`config.mk`:
```
export PLATFORM = sky130hd
export DESIGN_NAME = fetch_unit
export DESIGN_NICKNAME = d
export VERILOG_FILES = /design/src/rtl/fetch_pkg.sv /design/src/rtl/fetch_fifo.sv /design/src/rtl/fetch_unit.sv
export SDC_FILE = /design/constraint.sdc
export NUM_CORES = 1
export LEC_CHECK = 0
export ABC_AREA = 1
export ABC_CLOCK_PERIOD_IN_PS = 6000
export CAP_MARGIN = 5
export CORE_MARGIN = 2
export CORE_UTILIZATION = 30
export CTS_CLUSTER_DIAMETER = 60
export DETAILED_ROUTE_END_ITERATION = 8
export DONT_BUFFER_PORTS = 1
export PLACE_DENSITY = 0.41
export SYNTH_ARGS = -nofsm -noshare
export SYNTH_HDL_FRONTEND = slang
export SYNTH_SLANG_ARGS = --single-unit
```
`constraint.sdc`:
```
create_clock -name clk -period 6 [get_ports clk]
set_input_delay 0.3 -clock clk [delete_from_list [all_inputs] [get_ports clk]]
set_output_delay 0.3 -clock clk [all_outputs]
set_load 0.05 [all_outputs]
```
`src/rtl/fetch_pkg.sv`:
```
// fetch_pkg: shared types and constants for the instruction-fetch stage.
package fetch_pkg;
  localparam int FETCH_DEPTH = 2;
  localparam int PC_INCR = 4;
  localparam int ENTRY_AWIDTH = 32;
  localparam int ENTRY_DWIDTH = 32;
  typedef enum logic {RUN, DRAIN} fetch_state_e;
  typedef struct packed {
    logic [ENTRY_AWIDTH-1:0] pc;
    logic [ENTRY_DWIDTH-1:0] insn;
  } fetch_entry_t;
endpackage

```
`src/rtl/fetch_fifo.sv`:
```
// fetch_fifo: small synchronous FIFO of fetch entries with same-cycle push/pop and clear.
module fetch_fifo
  import fetch_pkg::*;
#(
  parameter int DEPTH = FETCH_DEPTH
) (
  input  logic                         clk,
  input  logic                         rst,
  input  logic                         i_push,
  input  logic                         i_pop,
  input  logic                         i_clear,
  input  fetch_entry_t                 i_data,
  output logic                         o_full,
  output logic                         o_empty,
  output logic [$clog2(DEPTH+1)-1:0]   o_count,
  output fetch_entry_t                 o_head
);
  localparam int PW = DEPTH > 1 ? $clog2(DEPTH) : 1;
  localparam int CW = $clog2(DEPTH + 1);
  fetch_entry_t r_mem [DEPTH];
  logic [PW-1:0] r_rd, r_wr;
  logic [CW-1:0] r_cnt;
  logic w_push, w_pop;
  assign w_pop = i_pop && r_cnt != '0;
  assign w_push = i_push && (r_cnt != CW'(DEPTH) || w_pop);
  assign o_empty = r_cnt == '0;
  assign o_full = r_cnt == CW'(DEPTH);
  assign o_count = r_cnt;
  assign o_head = r_mem[r_rd];
  always_ff @(posedge clk) begin
    if (w_push && !i_clear) r_mem[r_wr] <= i_data;
  end
  always_ff @(posedge clk) begin
    if (rst || i_clear) begin
      r_rd <= '0;
      r_wr <= '0;
      r_cnt <= '0;
    end else begin
      r_rd <= !w_pop ? r_rd : r_rd == PW'(DEPTH - 1) ? '0 : r_rd + 1'b1;
      r_wr <= !w_push ? r_wr : r_wr == PW'(DEPTH - 1) ? '0 : r_wr + 1'b1;
      r_cnt <= r_cnt + CW'(w_push) - CW'(w_pop);
    end
  end
endmodule

```
`src/rtl/fetch_unit.sv`:
```
// fetch_unit: PC owner issuing in-order imem requests, 2-entry decode queue, redirect squash.
// Defining FETCH_PERF_EN adds fetch_count_o / flush_count_o performance counters.
module fetch_unit
  import fetch_pkg::*;
#(
  parameter int                DWIDTH   = 32,
  parameter int                AWIDTH   = 32,
  parameter logic [AWIDTH-1:0] BASEADDR = 32'h0100_0000,
  parameter int                DEPTH    = FETCH_DEPTH
) (
  input  logic              clk,
  input  logic              reset,
  input  logic              redirect_i,
  input  logic [AWIDTH-1:0] redirect_pc_i,
  output logic              imem_req_valid_o,
  input  logic              imem_req_ready_i,
  output logic [AWIDTH-1:0] imem_addr_o,
  input  logic              imem_rsp_valid_i,
  input  logic [DWIDTH-1:0] imem_rsp_data_i,
  output logic              insn_valid_o,
  input  logic              insn_ready_i,
  output logic [DWIDTH-1:0] insn_o,
`ifdef FETCH_PERF_EN
  output logic [31:0]       fetch_count_o,
  output logic [31:0]       flush_count_o,
`endif
  output logic [AWIDTH-1:0] pc_o
);
  localparam int CW = $clog2(DEPTH + 1);
  fetch_state_e r_state, w_state_nxt;
  logic [AWIDTH-1:0] r_pc, w_pc_nxt;
  logic [CW-1:0] r_outst, w_outst_nxt, r_drop, w_drop_nxt;
  logic [CW-1:0] w_tag_cnt, w_out_cnt;
  logic [CW:0] w_used;
  logic w_accept, w_run_rsp, w_pop;
  logic w_tag_full, w_tag_empty, w_out_full, w_out_empty;
  fetch_entry_t w_tag_in, w_tag_head, w_out_in, w_out_head;

  // A head leaving this cycle frees its slot, which sustains one fetch per cycle.
  assign w_used = {1'b0, r_outst} + {1'b0, w_out_cnt} - {{CW{1'b0}}, w_pop};
  assign imem_req_valid_o = !reset && !redirect_i && r_state == RUN && w_used < (CW+1)'(DEPTH);
  assign imem_addr_o = r_pc;
  assign w_accept = imem_req_valid_o && imem_req_ready_i;
  assign w_run_rsp = imem_rsp_valid_i && r_state == RUN && !redirect_i;
  assign insn_valid_o = !w_out_empty && !redirect_i;
  assign w_pop = insn_valid_o && insn_ready_i;
  assign insn_o = w_out_empty ? '0 : w_out_head.insn;
  assign pc_o = w_out_empty ? '0 : w_out_head.pc;
  assign w_tag_in = '{pc: r_pc, insn: '0};
  // Tag entries carry a zero insn field, so OR-ing merges in the returned word.
  assign w_out_in = w_tag_head | fetch_entry_t'({{ENTRY_AWIDTH{1'b0}}, imem_rsp_data_i});

  always_comb begin
    w_pc_nxt = redirect_i ? {redirect_pc_i[AWIDTH-1:2], 2'b00} : w_accept ? r_pc + AWIDTH'(PC_INCR) : r_pc;
    w_outst_nxt = r_outst + CW'(w_accept) - CW'(imem_rsp_valid_i);
    w_drop_nxt = redirect_i ? w_outst_nxt : r_state == DRAIN ? r_drop - CW'(imem_rsp_valid_i) : r_drop;
    w_state_nxt = w_drop_nxt != '0 ? DRAIN : RUN;
  end

  always_ff @(posedge clk) begin
    if (reset) r_state <= RUN;
    else r_state <= w_state_nxt;
  end

  always_ff @(posedge clk) begin
    if (reset) begin
      r_pc <= BASEADDR;
      r_outst <= '0;
      r_drop <= '0;
    end else begin
      r_pc <= w_pc_nxt;
      r_outst <= w_outst_nxt;
      r_drop <= w_drop_nxt;
    end
  end

  fetch_fifo #(.DEPTH(DEPTH)) u_tag_q (
    .clk     (clk),
    .rst     (reset),
    .i_push  (w_accept),
    .i_pop   (w_run_rsp),
    .i_clear (redirect_i),
    .i_data  (w_tag_in),
    .o_full  (w_tag_full),
    .o_empty (w_tag_empty),
    .o_count (w_tag_cnt),
    .o_head  (w_tag_head)
  );

  fetch_fifo #(.DEPTH(DEPTH)) u_out_q (
    .clk     (clk),
    .rst     (reset),
    .i_push  (w_run_rsp),
    .i_pop   (w_pop),
    .i_clear (redirect_i),
    .i_data  (w_out_in),
    .o_full  (w_out_full),
    .o_empty (w_out_empty),
    .o_count (w_out_cnt),
    .o_head  (w_out_head)
  );

`ifdef FETCH_PERF_EN
  logic [31:0] r_fetch_cnt, r_flush_cnt;
  always_ff @(posedge clk) begin
    if (reset) begin
      r_fetch_cnt <= '0;
      r_flush_cnt <= '0;
    end else begin
      r_fetch_cnt <= r_fetch_cnt + 32'(w_pop);
      r_flush_cnt <= r_flush_cnt + 32'(redirect_i);
    end
  end
  assign fetch_count_o = r_fetch_cnt;
  assign flush_count_o = r_flush_cnt;
`endif

  assert property (@(posedge clk) disable iff (reset) imem_rsp_valid_i |-> r_outst != '0);
  assert property (@(posedge clk) disable iff (reset) w_accept |-> !w_tag_full);
  assert property (@(posedge clk) disable iff (reset) w_run_rsp |-> !w_tag_empty && (!w_out_full || w_pop));
  assert property (@(posedge clk) disable iff (reset) r_state == RUN |-> w_tag_cnt == r_outst);
endmodule

```
==> metrics.yaml, run 1 <==
pwr-share-seq_pct: 48.1
core-area_um2: 32620
synth_top_family_by_area: "simple AND/OR/NAND/NOR gates"
post_cts_resized: 0
clock_sinks: 229
grt_pass1_vias: 6436
cts_made_buffers: 29
hold_depth: 2
run_status: "finished clean"
hold_start: "reset"
synth-edff-count: 184
vdd_drop_max_v: 0.0001962
fin_crit_ps: 3938
r2r_cells: 17
avgSynthCellArea_um2: 10.46
drt-total-wl_um: 25070
final_util_pct: 36.56
synth-xor-area-share_pct: 1.233
syn_to_final_growth_pct: 19.90
detail-route-antenna-nets: 0
grt_busiest_layer: "met2"
pwr-share-comb_pct: 6.9
post-route-drc-count: 0
setup_tns_ps: 0
worst_slack_ps: 2062
r2r-end: "u_tag_q.r_mem[0][25]"
pre_cts_slack_ps: 1773
rrSetupSlack_ps: 2060
start_kind: "flop"
setup.worst_path.end_class: "flop"
clock_skew_ps: 12.96
routabilityCongestion: 0.7954
criticalPathCategory: "reg -> reg"
clk_path_buf_depth: 3
die_w_um: 186.1
port-buffer-count: 0
synth_ff_type: "edfxtp_1"
syn_area_um2: 9947
drt_first_pass_iters: 4
leakage_nw: 4.364
p_int_mw: 2.922
dr_total_vias: 6555
cap_violations: 0
power_frac_clock_pct: 45.0
place_hpwl_um: 15660
clockRootBuffer: "clkbuf_16"
ys_seq_area_share_pct: 64.60
place_area_um2: 10400
synthCells: 951
rsz0062_at_grt: "false"
die_area_um2: 34630
synth_cell_types: 32
clk_latency_ps: 550
drt-vias-per-instance: 4.447
fin_crit_sh_pct: 65.63
std_cell_rows: 66
synth-simple-area-share_pct: 18.62
drive_gt1_share_pct: 12.69
hold_viol: 0
crit_fanout: 30
grtUsageTotal_pct: 14.52
synth-adder-area-share_pct: 1.459
min_to: "r_drop[0]"
setup_violations: 0
async_flop_share_pct: 0
die_h_um: 186.1
start_util_pct: 30.49
synth-seq-cells: 229
hold_class: "in -> reg"
tritoncts: "yes"
tightest_slew_ps: 1299
synthMuxAreaShare_pct: 3.396
p_per_area_nw_per_um2: 324.5
slew-limit-headroom_pct: 13.69
p_sw_share_pct: 24.50
grt_overflow_total: 0
grt_pass1_wl_um: 38080
synth_compound_area_share_pct: 5.686
cts.clk_slew.worst_paths_ps: 60
pin_count: 168
met1_usage_pct: 20.17
drv_slew: 0
post-route-cell-area_um2: 11930
r2r-start: "u_out_q.o_count[1]"
grt_use_met3_pct: 3.248
p_switching_mw: 0.9480
antenna_cells: 0
grt_antenna_before_repair: 0
crit_arrival_ps: 4130
dr.first_iter.drc_count: 298
nets: 1091
cts_setup_buffers: 0
cp-startpoint: "u_out_q.o_count[1]"
required_ps: 6190
max_freq_mhz: 253.9
routedWlPerCell_um: 17.01
ys.warnings.count: 0
grt_max_degree: 64
met2_usage_pct: 22.93
htree_levels: 1
[through the flow]
step / hold slack, ps / total power, mW / cells
2_1_floorplan: 398.9 / 2.072 / 954
3_3_place_gp: 372.1 / 2.126 / 1366
3_5_place_dp: 374.6 / 2.127 / 1366
4_1_cts: 8.424 / 3.930 / 1474
5_1_grt: 23.29 / 4.030 / 1474
6_report: 35.30 / 3.870 / 1474
[critical path: stages, from the launching register on]
cell     delay (ps)
dfxtp_1         370
inv_1            80
nand2_1          90
nand3_1         170
inv_1           100
ha_1            220
inv_1            50
nand2_1          60
fa_1            480
nand2_1          60
nor2_2          140
nand4_4         380
inv_2           550
nand2_1         200
inv_2           100
nand2_1          70
inv_1            60
buf_4           380
[worst max-delay path by stage]
stage,endpoint,slack [ps],depth (start not counted)
after floorplan,u_out_q.r_mem[0][0],1960,7
after global placement,u_tag_q.r_mem[0][29],1840,16
after detailed placement,u_tag_q.r_mem[0][25],1770,16
after CTS,u_tag_q.r_mem[0][25],1970,17
after global routing,u_tag_q.r_mem[0][27],1720,17
final,u_tag_q.r_mem[0][25],2060,17
[Yosys cell counts (6+ instances only)]
library cell / n / area [µm²]
a21oi_1: 94 / 470.5
clkbuf_1: 25 / 93.84
dfxtp_1: 45 / 900.9
edfxtp_1: 184 / 5525
ha_1: 10 / 125.1
inv_1: 71 / 266.5
inv_2: 8 / 30.03
mux2_2: 30 / 337.8
nand2_1: 298 / 1119
nand2_2: 8 / 50.05
nand3_1: 48 / 240.2
nor2_1: 57 / 214.0
nor2_2: 13 / 81.33
nor2_4: 6 / 67.56
o21ai_0: 13 / 65.06
xor2_1: 9 / 78.83
[power by group through the flow]
stage | Combinational [mW] | Clock, mW | Sequential (mW)
2_1_floorplan | 0.194 | 0 | 1.88
3_3_place_gp | 0.229 | 0 | 1.90
3_5_place_dp | 0.230 | 0 | 1.90
4_1_cts | 0.270 | 1.80 | 1.86
5_1_grt | 0.298 | 1.86 | 1.87
6_report | 0.266 | 1.74 | 1.86
[placed cells by master (no fill, tap or decap), drive strengths merged, types with 5 or more instances in the layout]
cell type	count
nand3	49
inv	84
edfxtp	184
mux2	30
a21oi	94
ha	10
clkinv	11
dfxtp	45
nand2	308
clkbuf	33
buf	10
xor2	9
o21ai	13
xnor2	5
nor2	76
dlygate4sd3	54
[routing by layer]
layer	up-vias	share of wire [%]	routed length, µm
li1	3290	-	-
met1	3027	48	12040
met2	205	43	10820
met3	33	6.6	1659
met4	0	2.2	555
met5	-	0	0
[flip-flops by register name, indices dropped and copies added (netlist names), named ones only]
name / count
r_outst: 2
r_state: 1
u_out_q.r_mem: 124
u_out_q.o_count: 2
u_tag_q.r_rd: 1
u_tag_q.r_wr: 1
u_out_q.r_wr: 1
u_tag_q.o_count: 2
u_tag_q.r_mem: 60
r_drop: 2
u_out_q.r_rd: 1
imem_addr_o: 30
[logic make-up (layout without fill, tap and decap cells)]
kind of cell,after synthesis,in the layout
other cells,1,4
compound gates,110,110
mux,30,30
flops,229,229
fa+ha+maj,11,11
simple gates,438,438
xor+xnor,14,14
buf+inv,118,196
[what timing repair did]
action | CTS | global route
setup endpoints to repair | 0 | 0
endpoints found under the hold margin | 99 | 0
hold buffers | 55 | 0
[cell type report]
class                   instances  area, µm²
inverters                      79      296.5
flip-flops and latches        229       6427
clock buffers                  33      750.7
well taps                     442      553.0
repair buffers                 64      628.1
multi-input cells             607       3053
fillers                      3237      20690
clock inverters                20      217.7
(Power assumes the default switching activity.)
==> inputs of run 2 (changes only) <==
--- a/config.mk
+++ b/config.mk
@@ -5,15 +5,15 @@
 export SDC_FILE = /design/constraint.sdc
 export NUM_CORES = 1
 export LEC_CHECK = 0
-export ABC_AREA = 1
-export ABC_CLOCK_PERIOD_IN_PS = 6000
+export ABC_AREA = 0
+export ABC_CLOCK_PERIOD_IN_PS = 3600
 export CAP_MARGIN = 5
 export CORE_MARGIN = 2
 export CORE_UTILIZATION = 30
 export CTS_CLUSTER_DIAMETER = 60
 export DETAILED_ROUTE_END_ITERATION = 8
 export DONT_BUFFER_PORTS = 1
-export PLACE_DENSITY = 0.41
+export PLACE_DENSITY = 0.42
 export SYNTH_ARGS = -nofsm -noshare
 export SYNTH_HDL_FRONTEND = slang
 export SYNTH_SLANG_ARGS = --single-unit
==> constraint.sdc (replaced) <==
create_clock -name clk -period 3.6 [get_ports clk]
set_input_delay 0.18 -clock clk [delete_from_list [all_inputs] [get_ports clk]]
set_output_delay 0.18 -clock clk [all_outputs]
set_load 0.05 [all_outputs]
==> run 2 against run 1 <==
Total power increased by 63%. Sequential cell count unchanged. Final cell count decreased by 19%. Clock skew increased by 6.3 ps. Die area decreased by 5.1%. Worst setup slack got worse by 1800 ps. Via count decreased by 16%. Non-clock buffer count increased by 47. Critical path depth decreased by 3. Routed wire length decreased by 14%. Register-to-register slack got worse by 1800 ps. Synthesized cell count decreased by 29%. Critical endpoint is now r_drop[0]. Largest power group unchanged.
==> metrics.yaml, run 2 <==
setup.worst_path.end_class: "flop"
regMostFlops: "u_out_q.r_mem"
routabilityCongestion: 0.7353  # -7.6%
leakage_nw: 4.013  # -8.0%
cpMaxStageDelayCell: "dlygate4sd3_1"
crit_family: "adder cells"
largest_reg_flops: 124  # unchanged
mostFrequentLayoutCell: "edfxtp_1"
clock_skew_ps: 19.28  # +6.322 ps
crit_fanout: 2  # -93%
grt_pass1_wl_um: 33690  # -12%
setup_tns_ps: 0  # unchanged
synth.most_common_cell: "edfxtp_1"
setup_violations: 0  # unchanged
yosys-top-cells-count: "184 x edfxtp_1, 82 x nor2_1, 65 x mux2i_1"
std_cell_rows: 64  # -3.0%
synth-xor-area-share_pct: 3.516  # +2.3 points
synthCells: 675  # -29%
post_cts_resized: 0  # unchanged
run_status: "finished clean"
async_flop_share_pct: 0  # unchanged
grt_antenna_before_repair: 0  # unchanged
rsz0062_at_grt: "false"
cap_violations: 0  # unchanged
fin_crit_sh_pct: 92.47  # +27 points
synth_compound_area_share_pct: 3.595  # -2.1 points
cts_made_buffers: 28  # -3.4%
nets: 864  # -21%
antenna_cells: 0  # unchanged
place_hpwl_um: 14280  # -8.8%
port-buffer-count: 0  # unchanged
ys_seq_area_share_pct: 68.13  # +3.5 points
drt_first_pass_iters: 4  # unchanged
power_mw: 6.312  # +63%
ys.warnings.count: 0  # unchanged
worst-path-buf-inv: 2  # -5
cts_setup_buffers: 0  # unchanged
post-route-cell-area_um2: 11750  # -1.5%
hold_class: "in -> reg"
synth.largest_area_cell: "edfxtp_1"
hold_viol: 0  # unchanged
synth-edff-count: 184  # unchanged
clockRootBuffer: "clkbuf_16"
die_area_um2: 32870  # -5.1%
fin_crit_ps: 3329  # -608.9 ps
grt_overflow_total: 0  # unchanged
p_per_area_nw_per_um2: 537.2  # +66%
drv_slew: 0  # unchanged
syn_to_final_growth_pct: 24.58
place_area_um2: 10180  # -2.1%
core-area_um2: 30750  # -5.7%
synth.top_cell.area_share_pct: 58.58  # +3.0 points
clk_latency_ps: 530  # -20 ps
detail-route-antenna-nets: 0  # unchanged
die_w_um: 181.3  # -2.6%
post-route-drc-count: 0  # unchanged
dr_total_vias: 5519  # -16%
crit_arrival_ps: 3750  # -380 ps
synth_ff_type: "edfxtp_1"
dr.first_iter.drc_count: 227  # -24%
avgSynthCellArea_um2: 13.97  # +34%
criticalPathCategory: "reg -> reg"
die_h_um: 181.3  # -2.6%
start_kind: "flop"
drive_gt1_share_pct: 16.54  # +3.8 points
cts.clk_slew.worst_paths_ps: 60  # about the same
routedWlPerCell_um: 17.93  # +5.4%
tritoncts: "yes"
slew-limit-headroom_pct: 28.96  # +15 points
cp_common_cell: "ha_1"
crit_chain: "nor2_4, nor2_4, and2_1, ha_1, nand2b_1, fa_1, xor2_2, nand4_1, ha_1, inv_1, ha_1, a21oi_1, nor2_1, dlygate4sd3_1"
synth_cell_types: 47  # +47%
clock_sinks: 229  # unchanged
grt_pass1_vias: 5696  # -11%
clk_path_buf_depth: 3  # unchanged
grtUsageTotal_pct: 13.09  # -1.4 points
synth-adder-area-share_pct: 1.539  # +0.080 points
max_freq_mhz: 300.4  # +18%
synth.area.top_cells: "edfxtp_1 59%, dfxtp_1 9.6%, mux2i_1 6.9%"
pin_count: 168  # unchanged
drt-total-wl_um: 21510  # -14%
layout_common_cells: "184 x edfxtp_1, 80 x nor2_1, 67 x dlygate4sd3_1"
synth_top_family_by_area: "multiplexers"
cpPeakStageDelay_ps: 550  # about the same
htree_levels: 1  # unchanged
grt_max_degree: 65  # +1.6%
synth-simple-area-share_pct: 9.698  # -8.9 points
tightest_slew_ps: 1062  # -237.0 ps
drt-vias-per-instance: 4.599  # +3.4%
vdd_drop_max_v: 0.0003117  # +59%
syn_area_um2: 9432  # -5.2%
start_util_pct: 30.67  # +0.18 points
hold_slack_ps: 47.33  # +12.03 ps
required_ps: 4020  # -2170 ps
cts_hold_buf: 69  # +25%
synthMuxAreaShare_pct: 10.76  # +7.4 points
synth-seq-cells: 229  # unchanged
-- run 2: path summary, 6_finish.rpt --
kind                                         to                from  cells past startpoint  slack (ps)
worst min-delay path            imem_addr_o[21]          redirect_i                      3          50
worst max-delay path                  r_drop[0]  u_out_q.o_count[1]                     14         270
worst max register to register        r_drop[0]  u_out_q.o_count[1]                     14         270
worst min register to register     u_out_q.r_rd        u_out_q.r_rd                      2         520
-- run 2: worst reg2reg max path, cell delays in order, from the launching register on --
cell and delay, ps:
dfxtp_1 330, nor2_4 140, nor2_4 40, and2_1 150
ha_1 260, nand2b_1 150, fa_1 400, xor2_2 160
nand4_1 160, ha_1 300, inv_1 40, ha_1 280
a21oi_1 210, nor2_1 60, dlygate4sd3_1 550
-- run 2: power breakdown --
part           switching (mW)  internal (mW)
Sequential             0.0559           2.99
Combinational           0.488          0.239
Clock                    1.04           1.50
-- run 2: stage by stage --
| step | std cells | util, % | setup WS [ps] |
|---|---|---|---|
| floorplan | 678 | - | 33.91 |
| global placement | 1080 | 33.12 | 468.5 |
| detailed placement | 1080 | 33.12 | 403.2 |
| CTS | 1200 | 38.21 | 277.2 |
| global route | 1200 | 38.21 | 50.05 |
| finish | 1200 | 38.21 | 270.9 |
-- run 2: metal layers --
layer	GRT usage [%]	part of all wire (%)	vias up	routed length, µm
li1	-	-	2673	-
met1	16.60	44	2649	9387
met2	21.93	47	164	10060
met3	3.548	7.8	33	1687
met4	3.805	1.8	0	379
met5	0	0	-	0
-- run 2: area by class of cell --
type | count | area [µm²]
multi-input cells | 385 | 2813
clock buffers | 39 | 773.2
repair buffers | 111 | 1059
well taps | 396 | 495.5
fillers | 2941 | 19000
inverters | 28 | 105.1
flip-flops and latches | 229 | 6430
clock inverters | 12 | 75.07
-- run 2: cells by family after synthesis --
family / Yosys count
buffers and inverters: 64
and+or+nand+nor: 182
muxes: 97
DFF: 229
other: 1
AOI/OAI and AO/OA: 54
adders and majority gates: 11
xor gates and xnor gates: 37
==> inputs of run 3 (changes only) <==
--- a/config.mk
+++ b/config.mk
@@ -6,7 +6,7 @@
 export NUM_CORES = 1
 export LEC_CHECK = 0
 export ABC_AREA = 0
-export ABC_CLOCK_PERIOD_IN_PS = 3600
+export ABC_CLOCK_PERIOD_IN_PS = 2860
 export CAP_MARGIN = 5
 export CORE_MARGIN = 2
 export CORE_UTILIZATION = 30
==> constraint.sdc (replaced) <==
create_clock -name clk -period 2.86 [get_ports clk]
set_input_delay 0.143 -clock clk [delete_from_list [all_inputs] [get_ports clk]]
set_output_delay 0.143 -clock clk [all_outputs]
set_load 0.05 [all_outputs]
==> run 3 against run 2 <==
The run now ends with hold timing left. Global-route usage increased by 0.47 points. Final cell count rose by 4.5%. Total power grew 31%. Final area is 4.8% higher. Combinational power increased by 39%. Register-to-register slack worse by 230 ps. Highest routed layer unchanged.
==> metrics.yaml, run 3 (same netlist as run 2, synthesis figures left out) <==
run_status: "finished with violations"
violations: "hold timing"
pwr-share-comb_pct: 12.3  # +0.8 points
setup_tns_ps: 0  # unchanged
leakage_nw: 4.381  # +9.2%
clock_skew_ps: 13.66  # -5.617 ps
worst-path-buf-inv: 3  # +1
clk_path_buf_depth: 3  # unchanged
die_w_um: 181.3  # unchanged
syn_to_final_growth_pct: 30.51
routabilityCongestion: 0.7562  # +2.8%
post-route-cell-area_um2: 12310  # +4.8%
die_h_um: 181.3  # unchanged
p_sw_share_pct: 25.19  # +0.064 points
grt_pass1_vias: 5929  # +4.1%
clk_latency_ps: 540  # about the same
crit_fanout: 13  # +11
grt_antenna_before_repair: 0  # unchanged
fin_crit_ps: 2817  # -511.7 ps
place_hpwl_um: 15190  # +6.4%
clock_sinks: 229  # unchanged
tightest_slew_ps: 725.6  # -336.0 ps
drt-vias-per-instance: 4.585  # -0.32%
crit_arrival_ps: 3060  # -690 ps
pwr-share-seq_pct: 46.2  # -2.0 points
grt_overflow_total: 0  # unchanged
cts_hold_buf: 40  # -42%
final_cells: 1254  # +4.5%
std_cell_rows: 64  # unchanged
p_switching_mw: 2.081  # +31%
tritoncts: "yes"
crit_end: "u_tag_q.r_mem[0][25]"
setup.worst_path.end_class: "flop"
worst_slack_ps: 42.63  # -228.3 ps
crit_family: "simple AND/OR/NAND/NOR gates"
drv_slew: 0  # unchanged
grt_max_degree: 71  # +9.2%
core-area_um2: 30750  # unchanged
start_util_pct: 30.67  # unchanged
die_area_um2: 32870  # unchanged
layout_common_cells: "184 x edfxtp_1, 113 x buf_4, 80 x nor2_1"
dr.first_iter.drc_count: 271  # +19%
required_ps: 3100  # -920 ps
rsz0062_at_grt: "true"
power_frac_clock_pct: 41.5  # +1.2 points
pre_cts_slack_ps: -57.68  # -460.9 ps
nets: 917  # +6.1%
largest_reg_flops: 124  # unchanged
cpMaxStageDelayCell: "fa_2"
grtUsageTotal_pct: 13.57  # +0.47 points
hold_class: "in -> reg"
p_int_mw: 6.179  # +31%
clockRootBuffer: "clkbuf_16"
antenna_cells: 0  # unchanged
cpPeakStageDelay_ps: 350  # -200 ps
hold_slack_ps: -322.1  # -369.4 ps
criticalPathCategory: "reg -> reg"
fin_crit_sh_pct: 98.51  # +6.0 points
n_fill_cell: 2897  # -1.5%
htree_levels: 1  # unchanged
numPlacedInstances: 1153  # +6.8%
slew-limit-headroom_pct: 51.62  # +23 points
post-route-drc-count: 0  # unchanged
port-buffer-count: 0  # unchanged
power_mw: 8.260  # +31%
pin_count: 168  # unchanged
cts_made_buffers: 28  # unchanged
r2r_cells: 13  # -1
r2r-start: "u_out_q.o_count[1]"
cp_common_cell: "nor2_4"
drt-total-wl_um: 22920  # +6.5%
cap_violations: 0  # unchanged
max_freq_mhz: 354.9  # +18%
crit_chain: "nor2_4, nor2_4, and2_4, ha_4, nand2b_4, fa_2, xor2_2, nand4_1, buf_4, a31oi_4, nor2b_4, buf_12, clkbuf_16"
worstSetupPathDepth: 13  # -1
vdd_drop_max_v: 0.0004060  # +30%
hold_viol: 34  # +34
cts.clk_slew.worst_paths_ps: 60  # about the same
place_area_um2: 10790  # +6.0%
start_kind: "flop"
p_per_area_nw_per_um2: 671.0  # +25%
dr_total_vias: 5749  # +4.2%
setup_violations: 0  # unchanged
mostFrequentLayoutCell: "edfxtp_1"
r2r-end: "u_tag_q.r_mem[0][25]"
regMostFlops: "u_out_q.r_mem"
drt_first_pass_iters: 4  # unchanged
cp-startpoint: "u_out_q.o_count[1]"
routedWlPerCell_um: 18.28  # +1.9%
drive_gt1_share_pct: 26.92  # +10 points
hold_start: "reset"
final_util_pct: 40.03  # +1.8 points
rrSetupSlack_ps: 40  # -230 ps
detail-route-antenna-nets: 0  # unchanged
grt_pass1_wl_um: 34470  # +2.3%
==> run 3: changes by cell type in the layout (fill, tap and decap cells not counted), sizes merged, moves of 2 or more <==
cell	change
clkbuf	-6
inv	+4
dlygate4sd3	-27
buf	+78
bufinv	+2
clkinv	+2
==> run 3: layout make-up <==
| type | count | area (µm²) | area share, % |
|---|---|---|---|
| multi-input cells | 385 | 2910 | 23.64 |
| well taps | 396 | 495.5 | 4.025 |
| flip-flops and latches | 229 | 6432 | 52.26 |
| inverters | 28 | 105.1 | 0.8538 |
| clock inverters | 21 | 180.2 | 1.464 |
| repair buffers | 164 | 1453 | 11.80 |
| clock buffers | 31 | 733.2 | 5.956 |
==> run 3: power by group through the flow <==
stage	Clock, mW	Sequential [mW]	Combinational [mW]
after global routing	3.68	3.83	1.09
after floorplan	0	4.00	0.542
after CTS	3.54	3.82	0.970
final	3.43	3.82	1.01
after detailed placement	0	3.89	0.902
after global placement	0	3.88	0.886
==> run 3: layer usage <==
layer  routed length [µm]  GRT usage (%)  up-vias
met4                  516          3.772        0
met3                 1863          4.011       35
met2                10920          23.13      183
li1                     -              -     2783
met1                 9613          16.71     2748
met5                    0              0        -
==> run 3: timing repair <==
action,CTS,global route
hold endpoints to repair,109,34
buffers inserted,1,6
cloned,0,2
pin swaps,9,6
endpoints found under the setup margin,61,67
gates resized for setup,5,10
==> run 3: how the worst min path moves through the flow <==
stage,cells past startpoint,end,slack (ps)
after floorplan,0,u_out_q.r_mem[0][0],240
after global placement,1,imem_addr_o[3],220
after detailed placement,1,imem_addr_o[8],220
after CTS,1,imem_addr_o[3],-350
after global routing,1,imem_addr_o[3],-350
final,1,imem_addr_o[8],-320
